===== src/rtl/river_cfg_pkg.sv =====
// rtl/river_cfg_pkg.sv - core-wide widths and CSR request type encoding
package river_cfg_pkg;

    localparam int RISCV_ARCH = 64;

    // One-hot CSR request type bit positions
    localparam int CsrReq_ReadBit       = 0;
    localparam int CsrReq_WriteBit      = 1;
    localparam int CsrReq_TrapReturnBit = 2;
    localparam int CsrReq_ExceptionBit  = 3;
    localparam int CsrReq_InterruptBit  = 4;
    localparam int CsrReq_BreakpointBit = 5;
    localparam int CsrReq_HaltBit       = 6;
    localparam int CsrReq_ResumeBit     = 7;
    localparam int CsrReq_WfiBit        = 8;
    localparam int CsrReq_FenceBit      = 9;
    localparam int CsrReq_TotalBits     = 10;

endpackage


===== src/rtl/csr_pkg.sv =====
// rtl/csr_pkg.sv - CSR request arbiter states, owner encoding and register struct
package csr_pkg;

    import river_cfg_pkg::*;

    typedef enum logic [1:0] {
        ArbState_Idle = 2'd0,
        ArbState_Req  = 2'd1,
        ArbState_Resp = 2'd2,
        ArbState_Out  = 2'd3
    } arb_state_t;

    // Owner_D is the complement of Owner_E so round-robin is a bit inversion
    localparam logic Owner_E = 1'b0;
    localparam logic Owner_D = 1'b1;

    typedef struct packed {
        arb_state_t                  state;
        logic                        owner;
        logic                        last_grant;
        logic                        drain;
        logic [CsrReq_TotalBits-1:0] req_type;
        logic [11:0]                 req_addr;
        logic [RISCV_ARCH-1:0]       req_data;
        logic [RISCV_ARCH-1:0]       resp_data;
        logic                        resp_exception;
    } csr_req_arbiter_registers;

    localparam csr_req_arbiter_registers csr_req_arbiter_r_reset = '{
        state:          ArbState_Idle,
        owner:          Owner_E,
        last_grant:     Owner_D,
        drain:          1'b0,
        req_type:       '0,
        req_addr:       '0,
        req_data:       '0,
        resp_data:      '0,
        resp_exception: 1'b0
    };

endpackage


===== src/rtl/csr_req_arbiter.sv =====
// rtl/csr_req_arbiter.sv - two-master round-robin arbiter in front of the CSR unit
module csr_req_arbiter
    import river_cfg_pkg::*;
    import csr_pkg::*;
#(
    parameter int timeout_cycles = 64,
    parameter int cnt_width      = 8
) (
    input  logic                        i_clk,
    input  logic                        i_nrst,
    input  logic                        i_e_req_valid,
    output logic                        o_e_req_ready,
    input  logic [CsrReq_TotalBits-1:0] i_e_req_type,
    input  logic [11:0]                 i_e_req_addr,
    input  logic [RISCV_ARCH-1:0]       i_e_req_data,
    output logic                        o_e_resp_valid,
    input  logic                        i_e_resp_ready,
    output logic [RISCV_ARCH-1:0]       o_e_resp_data,
    output logic                        o_e_resp_exception,
    input  logic                        i_d_req_valid,
    output logic                        o_d_req_ready,
    input  logic [CsrReq_TotalBits-1:0] i_d_req_type,
    input  logic [11:0]                 i_d_req_addr,
    input  logic [RISCV_ARCH-1:0]       i_d_req_data,
    output logic                        o_d_resp_valid,
    input  logic                        i_d_resp_ready,
    output logic [RISCV_ARCH-1:0]       o_d_resp_data,
    output logic                        o_d_resp_exception,
    output logic                        o_req_valid,
    input  logic                        i_req_ready,
    output logic [CsrReq_TotalBits-1:0] o_req_type,
    output logic [11:0]                 o_req_addr,
    output logic [RISCV_ARCH-1:0]       o_req_data,
    input  logic                        i_resp_valid,
    output logic                        o_resp_ready,
    input  logic [RISCV_ARCH-1:0]       i_resp_data,
    input  logic                        i_resp_exception,
    output logic                        o_timeout
);

    localparam logic [cnt_width-1:0] TO_LIMIT = cnt_width'(timeout_cycles - 1);

    csr_req_arbiter_registers r, rin;
    logic [cnt_width-1:0]     cnt, cnt_next;
    logic                     winner;
    logic                     grant_ok;
    logic                     owner_ready;
    logic                     timeout_pulse;

    function automatic logic rr_pick(input logic e_valid, input logic d_valid, input logic last);
        if (e_valid && d_valid) return ~last;
        return d_valid ? Owner_D : Owner_E;
    endfunction

    always_comb begin
        rin           = r;
        cnt_next      = cnt;
        timeout_pulse = 1'b0;
        winner        = rr_pick(i_e_req_valid, i_d_req_valid, r.last_grant);
        grant_ok      = i_nrst && (r.state == ArbState_Idle) && !r.drain
                        && (i_e_req_valid || i_d_req_valid);
        owner_ready   = (r.owner == Owner_D) ? i_d_resp_ready : i_e_resp_ready;

        case (r.state)
            ArbState_Idle: begin
                if (grant_ok) begin
                    rin.owner      = winner;
                    rin.last_grant = winner;
                    rin.req_type   = (winner == Owner_D) ? i_d_req_type : i_e_req_type;
                    rin.req_addr   = (winner == Owner_D) ? i_d_req_addr : i_e_req_addr;
                    rin.req_data   = (winner == Owner_D) ? i_d_req_data : i_e_req_data;
                    rin.state      = ArbState_Req;
                end
            end
            ArbState_Req: begin
                if (i_req_ready) begin
                    rin.state = ArbState_Resp;
                    cnt_next  = '0;
                end
            end
            ArbState_Resp: begin
                // A response arriving on the limit cycle still beats the timeout
                if (i_resp_valid) begin
                    rin.resp_data      = i_resp_data;
                    rin.resp_exception = i_resp_exception;
                    rin.state          = ArbState_Out;
                end else if (timeout_cycles != 0 && cnt == TO_LIMIT) begin
                    rin.resp_data      = '0;
                    rin.resp_exception = 1'b1;
                    rin.drain          = 1'b1;
                    rin.state          = ArbState_Out;
                    timeout_pulse      = 1'b1;
                end else begin
                    cnt_next = cnt + 1'b1;
                end
            end
            ArbState_Out: begin
                if (owner_ready) begin
                    rin.state = ArbState_Idle;
                end
            end
            default: rin.state = ArbState_Idle;
        endcase

        // The late response of a timed-out transaction is swallowed here
        if (r.drain && r.state != ArbState_Req && i_resp_valid) begin
            rin.drain = 1'b0;
        end
    end

    always_ff @(posedge i_clk or negedge i_nrst) begin
        if (!i_nrst) begin
            r   <= csr_req_arbiter_r_reset;
            cnt <= '0;
        end else begin
            r   <= rin;
            cnt <= cnt_next;
        end
    end

    assign o_e_req_ready      = grant_ok && (winner == Owner_E);
    assign o_d_req_ready      = grant_ok && (winner == Owner_D);
    assign o_req_valid        = (r.state == ArbState_Req);
    assign o_req_type         = r.req_type;
    assign o_req_addr         = r.req_addr;
    assign o_req_data         = r.req_data;
    assign o_resp_ready       = (r.state == ArbState_Resp) || (r.drain && r.state != ArbState_Req);
    assign o_e_resp_valid     = (r.state == ArbState_Out) && (r.owner == Owner_E);
    assign o_d_resp_valid     = (r.state == ArbState_Out) && (r.owner == Owner_D);
    assign o_e_resp_data      = r.resp_data;
    assign o_d_resp_data      = r.resp_data;
    assign o_e_resp_exception = r.resp_exception;
    assign o_d_resp_exception = r.resp_exception;
    assign o_timeout          = timeout_pulse;

endmodule


===== config.mk =====
export PLATFORM = sky130hd
export DESIGN_NAME = csr_req_arbiter
export DESIGN_NICKNAME = d
export VERILOG_FILES = /design/src/rtl/river_cfg_pkg.sv /design/src/rtl/csr_pkg.sv /design/src/rtl/csr_req_arbiter.sv
export SDC_FILE = /design/constraint.sdc
export NUM_CORES = 1
export LEC_CHECK = 0
export CAP_MARGIN = 20
export CORE_AREA = 10 10 175 177
export CTS_BUF_LIST = sky130_fd_sc_hd__clkbuf_8 sky130_fd_sc_hd__clkbuf_16
export DETAILED_ROUTE_END_ITERATION = 8
export DIE_AREA = 0 0 185 187
export PLACE_DENSITY_LB_ADDON = 0.15
export RECOVER_POWER = 100
export SLEW_MARGIN = 20
export SYNTH_ARGS = -nofsm -noshare
export SYNTH_HDL_FRONTEND = slang
export SYNTH_SLANG_ARGS = --single-unit

===== constraint.sdc =====
create_clock -name i_clk -period 4.3 [get_ports i_clk]
set_clock_uncertainty 0.1 [all_clocks]
set_input_delay 0.86 -clock i_clk [delete_from_list [all_inputs] [get_ports i_clk]]
set_output_delay 0.86 -clock i_clk [all_outputs]
set_load 0.01 [all_outputs]

---- Word level (Yosys, flattened, before mapping) ----
Index checks and enable logic that the tools add are counted.
Widths: inputs -> output; s select.
word-level totals
  output and inout bits ................... 223
  bits in registers ....................... 164
  logic and storage cells ................. 76
cells by class
  reduce and logical (&&, ||, !) cells .... 23
  add/sub/neg operators ................... 1
  mux-type cells .......................... 27
  bitwise operators ....................... 3
  equality and inequality tests ........... 12
operators with widths
  cell                 count
  $mux 65              2
  $mux 64              1
  $mux 8               3
  $pmux 8 s2           1
  $mux 1               12
  $mux 12              1
  $logic_and 1x1->1    10
  $mux 10              1
  $add 8x1->8 const B  1
  $eq 8x6->1 const B   1
  $mux 2               4
  $ne 2x2->1 const B   4
  $pmux 2 s4           1
  $reduce_and 4->1     2
  $reduce_bool 2->1    4
  $ne 2x1->1 const B   3
  $eq 2x2->1 const B   2
  $mux 4               1
  $reduce_and 2->1     2
  $ne 3x3->1 const B   1
  $not 1->1            3
  $reduce_and 3->1     1
  $eq 2x1->1 const B   1
  $logic_not 2->1      1
  2 further kinds      3

---- Logic depth before layout (Yosys ltp) ----
  word-level depth ........................ 6
  mapped depth ............................ 9
  depth with buffers taken out ............ 6

---- Worst setup path before layout ----
OpenSTA, ideal clock, no wires.
  path kind ............................... input port to output port
  from .................................... input i_nrst
  to ...................................... output o_e_req_ready
  data arrival time ....................... 1.706 ns
  slack ................................... 1.634 ns
  stages on the path ...................... 5
  path buffers ............................ 2
  required time ........................... 3.340 ns
  cell sequence ........................... nand3b_1 or2_1 buf_2 a21oi_2 buf_2
on the way
  word-level cells in the longest chain between the ends .. 4
RTL lines
  item                             RTL line                source
  from (decl)                      csr_req_arbiter.sv:10   input logic i_nrst,
  $logic_and 1x1->1 (2 in series)  csr_req_arbiter.sv:60   grant_ok = i_nrst && (r.state == ArbState_Idle) && !r.drain
  $logic_and 1x1->1                csr_req_arbiter.sv:61   && (i_e_req_valid || i_d_req_valid);
  $logic_and 1x1->1                csr_req_arbiter.sv:121  assign o_e_req_ready = grant_ok && (winner == Owner_E);
  to (decl)                        csr_req_arbiter.sv:12   output logic o_e_req_ready,
No other way between the ends.

---- Worst setup path after layout ----
  from .................................... register cnt[0]
  to ...................................... output o_timeout
on the way
  word-level cells in the longest chain between the ends .. 4
RTL lines
  item                    RTL line                source
  from (decl)             csr_req_arbiter.sv:44   logic [cnt_width-1:0] cnt, cnt_next;
  from (signal assigned)  csr_req_arbiter.sv:117  cnt <= cnt_next;
  $eq 8x6->1              csr_req_arbiter.sv:87   end else if (timeout_cycles != 0 && cnt == TO_LIMIT) begin
  $mux 1                  csr_req_arbiter.sv:87
  $mux 1                  csr_req_arbiter.sv:83   if (i_resp_valid) begin
  $mux 1                  csr_req_arbiter.sv:64   case (r.state)
  to (decl)               csr_req_arbiter.sv:38   output logic o_timeout
No other way between the ends.

==> impl_metrics.env <==
export IMPL_status="complete, but fails checks"
export IMPL_failed_checks="capacitance limit, slew limit"
export IMPL_rows=61
export IMPL_fin_crit_sh=0.880
export IMPL_cts_num_sinks=164
export IMPL_die_area_um2=34600
export IMPL_ioPinCount=468
export IMPL_arrival_ps=2820
export IMPL_async_reset_ff_frac=1.00
export IMPL_clk_latency_ps=420
export IMPL_vias=6267
export IMPL_cts_buffer_depth=2
export IMPL_dr_first_iter_drc_count=418
export IMPL_mostFrequentLayoutCells="243 x clkdlybuf4s50_1, 223 x dlygate4sd3_1, 163 x dfrtp_1"
export IMPL_grt_pass1_vias=6778
export IMPL_area_growth_pct=46.9
export IMPL_slew_viol_final=344
export IMPL_yosys_register_bits=164
export IMPL_place_congestion=0.777
export IMPL_cts_resized=0
export IMPL_vdd_drop_max_v=0.000295
export IMPL_min_delay_start="r[152]"
export IMPL_finalWirelength_um=29900
export IMPL_start_util=0.307
export IMPL_clkTransAtPathRegs_ps=70
export IMPL_synth_edf_count=0
export IMPL_crit_fanout=5
export IMPL_cts_made_buffers=17
export IMPL_synth_flop_cell="dfrtp_1"
export IMPL_slew_headroom=-0.573
export IMPL_cts_setup_buffers=0
export IMPL_syn_area_um2=8400
export IMPL_end_kind="primary output"
export IMPL_drc=0
export IMPL_grt_pass1_wl_um=44200
export IMPL_max_freq_mhz=264
export IMPL_htree_levels=4
export IMPL_cts_hold_buf=0
export IMPL_worst_pin_slew_ps=2360
export IMPL_grt_max_degree=165
export IMPL_core_um2=27300
export IMPL_dr_pass1_iters=4
export IMPL_overflow=0
export IMPL_period_minus_slack_ps=3780
export IMPL_syn_area_per_cell_um2=11.4
export IMPL_syn_inst=737
export IMPL_setup_viol=0
export IMPL_grt_use_total=0.166
export IMPL_drive_gt1_frac=0.0458
export IMPL_yosys_warnings=0
export IMPL_via_per_inst=4.71
export IMPL_cts_tree="done"
export IMPL_fin_setup_tns_ps=0
export IMPL_drtAntennaViolNets=0
export IMPL_die_x_um=185
export IMPL_ys_types=41
export IMPL_worstSetupStartpointType="flip-flop"
export IMPL_synth_seq_area_share=0.489
export IMPL_dp_hpwl_um=21600
export IMPL_clock_root_buffer="clkbuf_16"
export IMPL_fin_nets=1222
export IMPL_rr_startpoint="r[154]"
export IMPL_syn_nets=988
export IMPL_pwr_density_cell_nw_per_um2=670
export IMPL_portBuffers=467
export IMPL_crit_path_start="cnt[0]"
export IMPL_hold_slack_ps=411
export IMPL_cap_violations=3
export IMPL_hold_viol_final=0
export IMPL_hold_class="reg -> reg"
export IMPL_crit_type="reg -> out"
export IMPL_layout_commonest_cell="clkdlybuf4s50_1"
export IMPL_rsz0062_at_grt="no"
export IMPL_p_total_mw=8.27
export IMPL_leakage_nw=5.41
export IMPL_antenna_found_initial=2
export IMPL_die_y_um=187
export IMPL_cp_data_required_time_ps=3340
export IMPL_wl_per_cell_um=22.5
-- sequential cells by signal (all words and copies together), names as in the netlist --
register,flops
o_req_type,10
cnt,8
o_d_resp_exception,1
o_req_addr,12
o_req_data,64
o_d_resp_data,64
r,5
-- critical path, stage by stage, from the launching register on --
cell and delay, ps:
dfrtp_1 370, ha_1 200, nand3_2 130, nor4_1 820, nor3b_1 270, clkdlybuf4s50_1 610
-- power breakdown --
group,internal (mW),switching [mW]
clock network,0.910,0.671
logic,2.24,1.76
registers,2.25,0.438
-- cells by family (layout without fill, tap and decap cells) --
logic type | after synthesis | count (layout) | share of synthesized area
buffers and inverters | 267 | 512 | 0.218
AO/OA/AOI/OAI | 173 | 173 | 0.190
flip-flops | 164 | 164 | 0.489
AND/OR/NAND/NOR | 121 | 121 | 0.0868
adder cells (fa/ha/maj) | 6 | 6 | 0.00894
multiplexers | 5 | 5 | 0.00640
XOR/XNOR | 1 | 1 | 0.00104
other | 0 | 2 | 0
-- layer usage --
layer  up-vias  track usage  share of wire
li1       2893            -              -
met1      3122        0.181           0.38
met2       238        0.301           0.53
met3        14       0.0550          0.082
met4         0       0.0403          0.011
met5         -            0              0
-- synthesized netlist by cell type (3+ instances only) --
cell / count / share of area
a21o_1: 4 / 0.0036
a221o_1: 87 / 0.10
a22o_1: 68 / 0.071
and2_0: 84 / 0.063
and2_1: 6 / 0.0045
buf_2: 12 / 0.0071
buf_4: 218 / 0.19
clkbuf_1: 27 / 0.012
dfrtp_1: 163 / 0.49
ha_1: 6 / 0.0089
inv_1: 7 / 0.0031
mux2_2: 3 / 0.0040
nand2_1: 9 / 0.0040
nand3_1: 3 / 0.0018
nor2_1: 6 / 0.0027
o21ai_0: 3 / 0.0018
-- final cells by class --
| cell class | count | area [µm²] |
|---|---|---|
| fill | 2571 | 15000 |
| antenna | 2 | 5.00 |
| multi-input combinational | 306 | 2470 |
| clock inverter | 13 | 161 |
| sequential | 164 | 4110 |
| inverter | 8 | 30.0 |
| clock buffer | 17 | 425 |
| tap | 346 | 433 |
| timing repair buffer | 474 | 4710 |
-- metrics by stage --
stage	instances	instance area (µm²)	utilization	setup WS, ps
detailed placement	1298	11800	0.432	842
CTS	1328	12400	0.453	766
global placement	1298	11800	0.432	838
finish	1330	12300	0.452	517
floorplan	737	8400	-	1630
global route	1330	12300	0.452	324
-- path summary, 6_finish.rpt --
check	endpoint	slack, ps	cells after the start
max in group asynchronous	o_req_data[62]	1470	2
setup / recovery	o_timeout	520	5
hold / removal	r[152]	410	1
min in group asynchronous	o_d_resp_data[27]	1210	2
hold reg to reg	r[152]	410	1
setup reg to reg	o_req_addr[11]	1050	6
(Power assumes the default switching activity.)
